File: src/rtl/sram_port_arbiter.sv
// Arbitrates one SRAM-style memory port between instruction fetch and load/store,
// running each transfer through an address phase and a data phase.
module sram_port_arbiter #(
    parameter int ADDR_W = 32,
    parameter int DATA_W = 32,
    parameter int STRB_W = 4
) (
    input  logic              clk,
    input  logic              rst,
    input  logic              inst_req,
    input  logic [ADDR_W-1:0] inst_addr,
    output logic [DATA_W-1:0] inst_rdata,
    output logic              inst_done,
    input  logic              data_req,
    input  logic [STRB_W-1:0] data_wen,
    input  logic [ADDR_W-1:0] data_addr,
    input  logic [DATA_W-1:0] data_wdata,
    output logic [DATA_W-1:0] data_rdata,
    output logic              data_done,
    output logic              mem_req,
    output logic              mem_wr,
    output logic [STRB_W-1:0] mem_wstrb,
    output logic [ADDR_W-1:0] mem_addr,
    output logic [DATA_W-1:0] mem_wdata,
    input  logic              mem_addr_ok,
    input  logic              mem_data_ok,
    input  logic [DATA_W-1:0] mem_rdata,
    output logic              stallreq
);

    typedef enum logic [2:0] {
        IDLE   = 3'd0,
        D_ADDR = 3'd1,
        D_DATA = 3'd2,
        I_ADDR = 3'd3,
        I_DATA = 3'd4
    } state_t;

    state_t state_r;
    logic   last_grant_r;   // 1 = data owned the most recent grant
    logic   inst_elig_s;
    logic   data_elig_s;
    logic   grant_inst_s;
    logic   grant_data_s;
    logic   owner_data_s;
    logic   in_addr_s;
    logic   in_data_s;
    logic   finish_s;

    // Arbitration and transfer-completion decode
    always_comb begin
        inst_elig_s  = inst_req & ~inst_done;
        data_elig_s  = data_req & ~data_done;
        grant_inst_s = inst_elig_s & (~data_elig_s | last_grant_r);
        grant_data_s = data_elig_s & ~grant_inst_s;
        owner_data_s = (state_r == D_ADDR) || (state_r == D_DATA);
        in_addr_s    = (state_r == D_ADDR) || (state_r == I_ADDR);
        in_data_s    = (state_r == D_DATA) || (state_r == I_DATA);
        // A same-cycle addr_ok/data_ok in the address phase finishes the transfer outright
        finish_s     = (in_addr_s & mem_addr_ok & mem_data_ok) | (in_data_s & mem_data_ok);
    end

    // Port sequencer with registered memory-side and requester-side outputs
    always_ff @(posedge clk or posedge rst) begin
        if (rst) begin
            state_r      <= IDLE;
            last_grant_r <= 1'b0;
            mem_req      <= 1'b0;
            mem_wr       <= 1'b0;
            mem_wstrb    <= {STRB_W{1'b0}};
            mem_addr     <= {ADDR_W{1'b0}};
            mem_wdata    <= {DATA_W{1'b0}};
            inst_rdata   <= {DATA_W{1'b0}};
            data_rdata   <= {DATA_W{1'b0}};
            inst_done    <= 1'b0;
            data_done    <= 1'b0;
        end else begin
            inst_done <= 1'b0;
            data_done <= 1'b0;
            if (finish_s) begin
                if (owner_data_s) begin
                    data_done <= 1'b1;
                    if (!mem_wr) begin
                        data_rdata <= mem_rdata;
                    end else begin
                        data_rdata <= data_rdata;
                    end
                end else begin
                    inst_done  <= 1'b1;
                    inst_rdata <= mem_rdata;
                end
            end else begin
                inst_rdata <= inst_rdata;
            end
            case (state_r)
                IDLE: begin
                    if (grant_data_s) begin
                        mem_addr     <= data_addr;
                        mem_wstrb    <= data_wen;
                        mem_wr       <= |data_wen;
                        mem_wdata    <= data_wdata;
                        mem_req      <= 1'b1;
                        last_grant_r <= 1'b1;
                        state_r      <= D_ADDR;
                    end else if (grant_inst_s) begin
                        mem_addr     <= inst_addr;
                        mem_wstrb    <= {STRB_W{1'b0}};
                        mem_wr       <= 1'b0;
                        mem_wdata    <= {DATA_W{1'b0}};
                        mem_req      <= 1'b1;
                        last_grant_r <= 1'b0;
                        state_r      <= I_ADDR;
                    end else begin
                        mem_req <= 1'b0;
                    end
                end
                D_ADDR, I_ADDR: begin
                    if (mem_addr_ok) begin
                        mem_req <= 1'b0;
                        if (mem_data_ok) begin
                            state_r <= IDLE;
                        end else if (state_r == D_ADDR) begin
                            state_r <= D_DATA;
                        end else begin
                            state_r <= I_DATA;
                        end
                    end else begin
                        mem_req <= 1'b1;
                    end
                end
                D_DATA, I_DATA: begin
                    if (mem_data_ok) begin
                        state_r <= IDLE;
                    end else begin
                        state_r <= state_r;
                    end
                end
                default: begin
                    mem_req <= 1'b0;
                    state_r <= IDLE;
                end
            endcase
        end
    end

    assign stallreq = (inst_req & ~inst_done) | (data_req & ~data_done);

endmodule

File: config.mk
export PLATFORM = sky130hd
export DESIGN_NAME = sram_port_arbiter
export DESIGN_NICKNAME = d
export VERILOG_FILES = /design/src/rtl/sram_port_arbiter.sv
export SDC_FILE = /design/constraint.sdc
export NUM_CORES = 1
export LEC_CHECK = 0
export CORE_ASPECT_RATIO = 0.7
export CORE_MARGIN = 5
export CORE_UTILIZATION = 62
export CTS_BUF_LIST = sky130_fd_sc_hd__clkbuf_2 sky130_fd_sc_hd__clkbuf_4 sky130_fd_sc_hd__clkbuf_8
export DETAILED_ROUTE_END_ITERATION = 10
export DONT_BUFFER_PORTS = 1
export HOLD_SLACK_MARGIN = 0.15
export MAX_ROUTING_LAYER = met4
export PLACE_DENSITY = 0.77
export SYNTH_ARGS = -nofsm -noshare
export SYNTH_HDL_FRONTEND = slang
export SYNTH_SLANG_ARGS = --single-unit
File: constraint.sdc
create_clock -name clk -period 6.41 [get_ports clk]
set_clock_uncertainty 0.2 [all_clocks]
set_input_delay 0.9615 -clock clk [delete_from_list [all_inputs] [get_ports clk]]
set_output_delay 0.9615 -clock clk [all_outputs]
set_load 0.02 [all_outputs]
=== After elaboration in Yosys (flattened, before gate mapping) ===
Index checks and enable logic that the tools add are counted.

* Register bits: 140
* Bits of input ports: 138
* Output and inout bits: 137
* Word-level logic and storage cells: 70

* Eq/ne operators: 7
* Multiplexer cells: 24
* Bitwise operators: 16
* Reduce and logical (&&, ||, !) cells: 12

{| class="wikitable"
|+ Operator list
! operator !! number
|-
| $mux W32 || 4
|-
| $mux W3 || 6
|-
| $mux W1 || 10
|-
| $pmux W3 S3 || 1
|-
| $mux W4 || 2
|-
| $and A1 B1 Y1 || 7
|-
| $eq A3 B2 Y1 const B || 2
|-
| $not A1 Y1 || 6
|-
| $reduce_and A3 Y1 || 2
|-
| $ne A2 B2 Y1 const B || 2
|-
| $reduce_and A2 Y1 || 2
|-
| $reduce_or A2 Y1 || 2
|-
| $reduce_or A4 Y1 || 1
|-
| $eq A3 B1 Y1 const B || 1
|-
| $eq A3 B3 Y1 const B || 1
|-
| $logic_not A3 Y1 || 1
|-
| $logic_or A1 B1 Y1 || 3
|-
| $ne A3 B3 Y1 const B || 1
|-
| $or A1 B1 Y1 || 3
|-
| $pmux W1 S3 || 1
|-
| $reduce_bool A2 Y1 || 1
|}

=== Depth between registers and ports, before layout ===
Gate-level depths: netlist of run 1.

* Depth in word-level cells: 9
* Depth in mapped cells: 6
* Depth with buffers taken out: 4

=== Worst setup path before layout of run 1 ===
Ideal clock, no wire load.

* Kind: input-to-output
* Start point: input port data_req
* End point: output port stallreq
* Data arrival time: 1.311 ns
* Data required time: 5.248 ns
* Slack: 3.937 ns
* Stages: 2
* Path buffers: 0
* Cell sequence: nand2b_1 > nand2_1

* Longest elaborated chain between the ends: 2

{| class="wikitable"
|+ RTL lines
! element !! RTL line !! source
|-
| start: declaration || 14 || <nowiki>input logic data_req,</nowiki>
|-
| $and A1 B1 Y1 || 146 || <nowiki>assign stallreq = (inst_req & ~inst_done) | (data_req & ~data_done);</nowiki>
|-
| $or A1 B1 Y1 || 146 ||
|-
| end: declaration || 28 || <nowiki>output logic stallreq</nowiki>
|}

No other way between the ends.

=== Final worst setup path of run 1 ===
* Start point: register inst_done
* End point: register mem_wstrb[2]

* Longest elaborated chain between the ends: 7
* Elaborated cells on any way between the ends: 8
* Classes of those cells: mux (1); bitwise (5); reduce/logical (2)

{| class="wikitable"
|+ RTL lines
! element !! RTL line !! source
|-
| start: declaration || 13 || <nowiki>output logic inst_done,</nowiki>
|-
| start signal: assignment || 75 || <nowiki>inst_done <= 1'b0;</nowiki>
|-
| start signal: assignment || 78 || <nowiki>inst_done <= 1'b0;</nowiki>
|-
| start signal: assignment || 89 || <nowiki>inst_done <= 1'b1;</nowiki>
|-
| $not A1 Y1 * || 52 || <nowiki>inst_elig_s = inst_req & ~inst_done;</nowiki>
|-
| $and A1 B1 Y1 * || 52 ||
|-
| $and A1 B1 Y1 * || 54 || <nowiki>grant_inst_s = inst_elig_s & (~data_elig_s | last_grant_r);</nowiki>
|-
| $not A1 Y1 || 55 || <nowiki>grant_data_s = data_elig_s & ~grant_inst_s;</nowiki>
|-
| $and A1 B1 Y1 || 55 ||
|-
| $reduce_bool A2 Y1 (no line) || -- ||
|-
| $reduce_and A2 Y1 (no line) || -- ||
|-
| end signal: assignment || 70 || <nowiki>mem_wstrb <= {STRB_W{1'b0}};</nowiki>
|-
| end signal: assignment || 99 || <nowiki>mem_wstrb <= data_wen;</nowiki>
|-
| end signal: assignment || 107 || <nowiki>mem_wstrb <= {STRB_W{1'b0}};</nowiki>
|-
| end: declaration || 22 || <nowiki>output logic [STRB_W-1:0] mem_wstrb,</nowiki>
|}

Every way passes the cells marked *; elsewhere a longest branch is shown, timed or not.
A chain may end at the register's enable or synchronous reset.

==> out/qor.txt, run 1 <==
Status = complete, no violations
Mux contribution to synthesized area = 13.3%
Net count, final = 569
Worst Path Required = 6.56 ns
Placed Instances = 536
CP Class = reg2reg
Post-synth top area cell = dfrtp_1
Post-route clock period utilization = 42.8%
Post-cts sizing count = 0
CTS tree = built
Largest family of logic cells by synthesized area = compound AO/OA/AOI/OAI gates
Vias in the first global route = 3,500
Largest net degree at the start of global routing = 74
Share of layout cells above drive strength 1 = 24.3%
Top-count cell post-synth = dfrtp_1
Maximum VDD drop = 0.379 mV
Hold_buf cts = 0
Setup violations, final = 0
DR DRC count = 0
Area Growth Syn to Fin = 8.00%
Placer Congestion = 0.763
Initial antenna violation count = 0
Routed WL per cell = 23.4 µm
Synth Cell Area = 5580 µm²
Multi-input logic area = 1870 µm²
Via count = 3,478
Netlist cell types = 30
CP max-delay cell = a2111o_2
Die H = 89.4 µm
Compound-cell area share of the yosys netlist = 13.3%
Post-synth top cells = 140 x dfrtp_1, 66 x a21oi_1, 63 x mux2_2
Min cycle time layout = 2.74 ns
Postcts setup bufs = 0
Register area = 3500 µm²
Ys async rst share = 100%
Syn Area/Cell = 12.8 µm²
Non-Filler Instances = 568
Pwr dens = 632 nW/µm²
DRT antenna net count = 0
Total congestion overflow = 0
Arrival @ worst endpoint = 2.89 ns
Antenna cells = 0
Synth Area in Simple Gates = 6.66%
Total CTS buffers = 17
Tot GR Track Use = 24.5%
Core area = 8930 µm²
Die width = 123 µm
FMAX = 365 MHz
Synthesized netlist cell count = 436
Area share of the largest cell type after synthesis = 62.8%
Critical Path Start Type = flip-flop
#FFs+latches synth = 140
Synth Area in Adders = 0%
Clock slew at reported path FFs = 0.07 ns
Layout fillers = 643
Worst Setup End Kind = flip-flop
Setup Total Neg Slack = 0 ns
Die footprint = 11,000 µm²
CTS sink count = 140
Least-Margin Pin Slew = 1.20 ns
Synth warnings = 0
Worst Path Buf+Inv = 1
Floorplan row count = 29
DR pass1 iterations = 4
Largest cells by area after synthesis = dfrtp_1 63%, mux2_2 13%, a21oi_1 5.9%
Drt total wl = 13,300 µm
Initial Util = 62.5%
Critical path's top delay family = compound AO/OA/AOI/OAI gates
Detailed Place HPWL = 9540 µm
Port Buffers = 0
H-Tree Depth = 4
Leakage = 2.72 nW
Post-Syn Nets = 574
Pwr Total = 3.81 mW
Number of max-cap violations = 0
Max incr delay on CP = 0.63 ns
Vias/cell = 6.12
CP max FO = 60
IO Count = 275
Clock Latency Late Sink = 0.42 ns
Slew margin rel. = 19.8%
Initial DRC count = 258
HP Class = in2async
First-pass GRT wire length = 19,600 µm
Endpoints failing hold = 0
Main synth FF type = dfrtp_1
Post-synth EDFFs = 0
Final slew viol count = 0
Worst path cell trace = nand2b_1, a2111o_2, buf_4, nor2_8, a22o_1
RSZ-0062 raised after global routing = no
CTS Buffer Depth = 2
XOR/XNOR share of the synthesized area = 0.157%
Root buffer cell = clkbuf_8
Sequential share of the synthesized area = 62.8%
[logic make-up (layout without fill, tap and decap cells)]
logic type	count (synthesis)	count (layout)
and+or+nand+nor	83	83
xor gates and xnor gates	1	1
muxes	66	66
DFF	140	140
AOI/OAI and AO/OA	112	112
buffers and inverters	34	42
[cell usage in the layout (no fill, tap or decap), drive strengths merged, types with 2 or more instances in the layout]
master,instances
nor2,34
nand2b,3
buf,6
nor2b,2
mux2,65
a22o,36
clkbuf,22
inv,4
nand2,38
a21o,2
clkinvlp,2
dfrtp,140
bufinv,3
a31oi,2
clkinv,5
a21oi,66
nor3,2
[per-layer routing]
metal,vias up,part of all wire (%),GRT usage (%)
li1,1526,-,-
met1,1729,34,26.6
met2,202,51,39.1
met3,21,13,12.8
met4,0,2.0,8.34
met5,-,0,-
[state kept, by name, indices dropped and copies added (netlist names)]
register,flops
mem_wstrb,4
data_rdata,32
inst_rdata,32
state_r,3
mem_wr,1
mem_req,1
inst_done,1
mem_addr,32
mem_wdata,32
data_done,1
last_grant_r,1
[where the power goes]
group / internal (mW) / switching [mW] / total, mW
Combinational: 0.428 / 0.423 / 0.852
Sequential: 1.31 / 0.894 / 2.21
Clock: 0.430 / 0.322 / 0.753
Total: 2.17 / 1.64 / 3.81
[cell type report]
cell class                      count  share of cell area [%]
Timing Repair Buffer                6                   0.747
Clock inverter                     10                    2.28
Multi-Input combinational cell    262                    31.0
Inverter                            4                   0.332
Sequential cell                   140                    58.1
Tap cell                          124                    2.57
Clock buffer                       22                    4.92
[metrics by stage]
stage          cell area [µm²]  setup WS, ns  hold WS [ns]  utilization (%)
2_1_floorplan             5580          1.50         0.273                -
3_3_place_gp              5600          3.41         0.310             62.7
3_5_place_dp              5600          3.35         0.342             62.7
4_1_cts                   6030          3.65         0.268             67.5
5_1_grt                   6030          3.54         0.264             67.5
6_report                  6030          3.67         0.257             67.5
[worst paths after layout]
check	end	slack (ns)	cells after the start	from
min in group clk	last_grant_r$_DFFE_PP0P_	0.36	1	last_grant_r$_DFFE_PP0P_
worst max register to register	mem_wstrb[2]$_DFFE_PP0P_	3.67	5	inst_done$_DFF_PP0_
worst max-delay path	mem_wstrb[2]$_DFFE_PP0P_	3.67	5	inst_done$_DFF_PP0_
max in group asynchronous	mem_wstrb[0]$_DFFE_PP0P_	4.40	2	rst
worst min-delay path	inst_rdata[7]$_DFFE_PP0P_	0.26	1	rst
worst min register to register	last_grant_r$_DFFE_PP0P_	0.36	1	last_grant_r$_DFFE_PP0P_
Power figures use the tool's default switching activity.
==> run 2: changes to the inputs <==
- clock period: 6.41 -> 2.85 ns (I/O delays scaled with it)
==> run 2 against run 1 <==
Net effect:
- synthesized area is the same
- synthesized cell count is the same
- the flow now stops in clock tree synthesis (4_1_cts)
==> out/qor.txt, run 2 <==
H-Tree Depth = 4
Post-cts sizing count = 0
Post-synth EDFFs = 0
Hold_buf cts = 115
Total CTS buffers = 17
Syn Area/Cell = 12.8 µm²
Sequential share of the synthesized area = 62.8%
Postcts setup bufs = 0
Die H = 89.4 µm
Ys async rst share = 100%
Status = stopped before the end
Synthesized netlist cell count = 436
Largest cells by area after synthesis = dfrtp_1 63%, mux2_2 13%, a21oi_1 5.9%
Area share of the largest cell type after synthesis = 62.8%
#FFs+latches synth = 140
Fail Step = clock tree synthesis (4_1_cts)
Port Buffers = 0
Post-synth top area cell = dfrtp_1
Placer Congestion = 0.769
IO Count = 275
CTS Buffer Depth = 2
Error msg = [ERROR RSZ-0060] Max buffer count reached.
Synth warnings = 0
Floorplan row count = 29
Root buffer cell = clkbuf_8
CTS sink count = 140
Die width = 123 µm
Detailed Place HPWL = 9920 µm
Post-synth top cells = 140 x dfrtp_1, 66 x a21oi_1, 63 x mux2_2
Netlist cell types = 30
Post-Syn Nets = 574
Synth Cell Area = 5580 µm²
Top-count cell post-synth = dfrtp_1
Main synth FF type = dfrtp_1
Initial Util = 62.5%
## run 2: metrics by stage
stage               instance area [µm²]  worst slack, ns  util [%]  hold WS [ns]  instances
floorplan                          5590            0.473         -         0.273        436
global placement                   5650            0.482      63.3         0.204        540
detailed placement                 5650            0.419      63.3         0.211        540
## run 2: kinds of logic after synthesis
kind of cell | Yosys count | share of synthesized area (%)
multiplexers | 66 | 13.3
buffers and inverters | 34 | 3.81
flip-flops | 140 | 62.8
XOR/XNOR | 1 | 0.157
AND/OR/NAND/NOR | 83 | 6.66
AO/OA/AOI/OAI | 112 | 13.3
==> run 3: changes to the inputs <==
- CORE_ASPECT_RATIO: 0.7 -> not set
- CORE_UTILIZATION: 62 -> 40
- CTS_BUF_LIST: sky130_fd_sc_hd__clkbuf_2 sky130_fd_sc_hd__clkbuf_4 sky130_fd_sc_hd__clkbuf_8 -> not set
- HOLD_SLACK_MARGIN: 0.15 -> not set
- MAX_ROUTING_LAYER: met4 -> not set
- PLACE_DENSITY: 0.77 -> not set
- PLACE_DENSITY_LB_ADDON: not set -> 0.15
==> run 3 against run 2 <==
Net effect:
- the flow now finishes without violations
==> out/qor.txt, run 3 (synthesized netlist as in run 1, its figures left out) <==
Status = complete, no violations
Setup violations, final = 0
Via count = 3,859
Routed WL per cell = 20.4 µm
Tot GR Track Use = 17.8%
CTS Buffer Depth = 2
Largest net degree at the start of global routing = 84
Clock Latency Late Sink = 0.40 ns
Non-Filler Instances = 728
Leakage = 3.23 nW
Min cycle time layout = 2.39 ns
Initial DRC count = 113
DRT antenna net count = 0
Antenna cells = 0
First-pass GRT wire length = 22,900 µm
Placer Congestion = 0.801
DR pass1 iterations = 4
Met2 GRT Util = 29.0%
Initial antenna violation count = 0
Total CTS buffers = 17
Core area = 13,800 µm²
Endpoints failing hold = 0
Placed Instances = 595
Pwr dens = 1250 nW/µm²
Postcts setup bufs = 0
Die H = 128 µm
Vias/cell = 5.30
CTS sink count = 140
Top Usage Layer GRT = met2
Commonest non-fill, non-tap cells in the layout = 140 x dfrtp_1, 101 x dlygate4sd3_1, 65 x a21oi_1, 63 x mux2_2, 38 x nand2_1
Floorplan row count = 43
M1 GR Usage = 20.5%
Post-route clock period utilization = 84.0%
Detailed Place HPWL = 10,000 µm
Area Growth Syn to Fin = 30.8%
Port Buffers = 0
DR DRC count = 0
Root buffer cell = clkbuf_16
Initial Util = 40.5%
GR Util met3 = 8.21%
Die footprint = 16,400 µm²
Die width = 128 µm
Critical Path Start Type = flip-flop
CP Class = reg2reg
Least-Margin Pin Slew = 0.764 ns
Worst Setup End Kind = flip-flop
Worst Path Required = 2.93 ns
Final slew viol count = 0
Layout fillers = 1,163
Vias in the first global route = 4,167
Share of layout cells above drive strength 1 = 20.1%
RSZ-0062 raised after global routing = no
Drt total wl = 14,900 µm
Net count, final = 673
Clock slew at reported path FFs = 0.06 ns
Most common cell after layout, fill and taps aside = dfrtp_1
Number of max-cap violations = 0
H-Tree Depth = 4
Slew margin rel. = 49.1%
Maximum VDD drop = 0.556 mV
Total congestion overflow = 0
CTS tree = built
Arrival @ worst endpoint = 2.47 ns
IO Count = 275
Setup Total Neg Slack = 0 ns
HP Class = in2reg
FMAX = 418 MHz
CP max FO = 72
## run 3: final timing paths
path                                           from                        to  slack, ns  cells past startpoint
hold / removal                         data_addr[8]   mem_addr[8]$_DFFE_PP0P_       0.03                      2
min in group asynchronous                       rst        mem_wr$_DFFE_PP0P_       0.40                      3
setup reg to reg                data_done$_DFF_PP0_  mem_addr[19]$_DFFE_PP0P_       0.46                      5
hold reg to reg            last_grant_r$_DFFE_PP0P_  last_grant_r$_DFFE_PP0P_       0.35                      1
max in group asynchronous                       rst   mem_addr[5]$_DFFE_PP0P_       1.39                      3
setup / recovery                data_done$_DFF_PP0_  mem_addr[19]$_DFFE_PP0P_       0.46                      5
## run 3: through the flow
stage	hold WS [ns]	worst slack (ns)	cell area (µm²)	power, mW	util [%]
finish	0.0254	0.457	7300	9.15	53.0
global route	0.0170	0.350	7300	9.70	53.0
CTS	0.00181	0.449	7300	9.26	53.0
detailed placement	0.279	0.462	5710	6.97	41.5
global placement	0.273	0.500	5710	6.88	41.5
floorplan	0.273	0.473	5590	6.42	-
## run 3: layout make-up
cell class              instances  area [µm²]  share of cell area, %
repair buffers                110        1100                   15.1
clock inverters                11         110                   1.51
multi-input cells             262        1870                   25.6
well taps                     180         225                   3.08
clock buffers                  21         470                   6.44
inverters                       4        18.8                  0.257
flip-flops and latches        140        3500                   48.0
## run 3: worst max-delay path, stage by stage (launching register included)
cell and delay (ns):
dfrtp_1 0.47, nand2b_1 0.30, a2111o_2 0.53, buf_4 0.36, a21oi_1 0.26, a21oi_1 0.10
## run 3: power by group
part	leakage, nW	internal (mW)	total, mW	switching (mW)
Clock	0.288	1.28	2.12	0.837
Combinational	1.24	1.08	2.08	1.00
Sequential	1.70	2.96	4.96	1.99
Total	3.23	5.32	9.15	3.83
## run 3: per-layer routing
metal	share of wire [%]	vias up
li1	-	1743
met1	37	1889
met2	49	208
met3	12	19
met4	1.9	0
met5	0	-
## run 3: repair_timing
action,CTS,global route
endpoints found under the hold margin,272,0
hold buffers,101,0
gates resized for setup,0,0
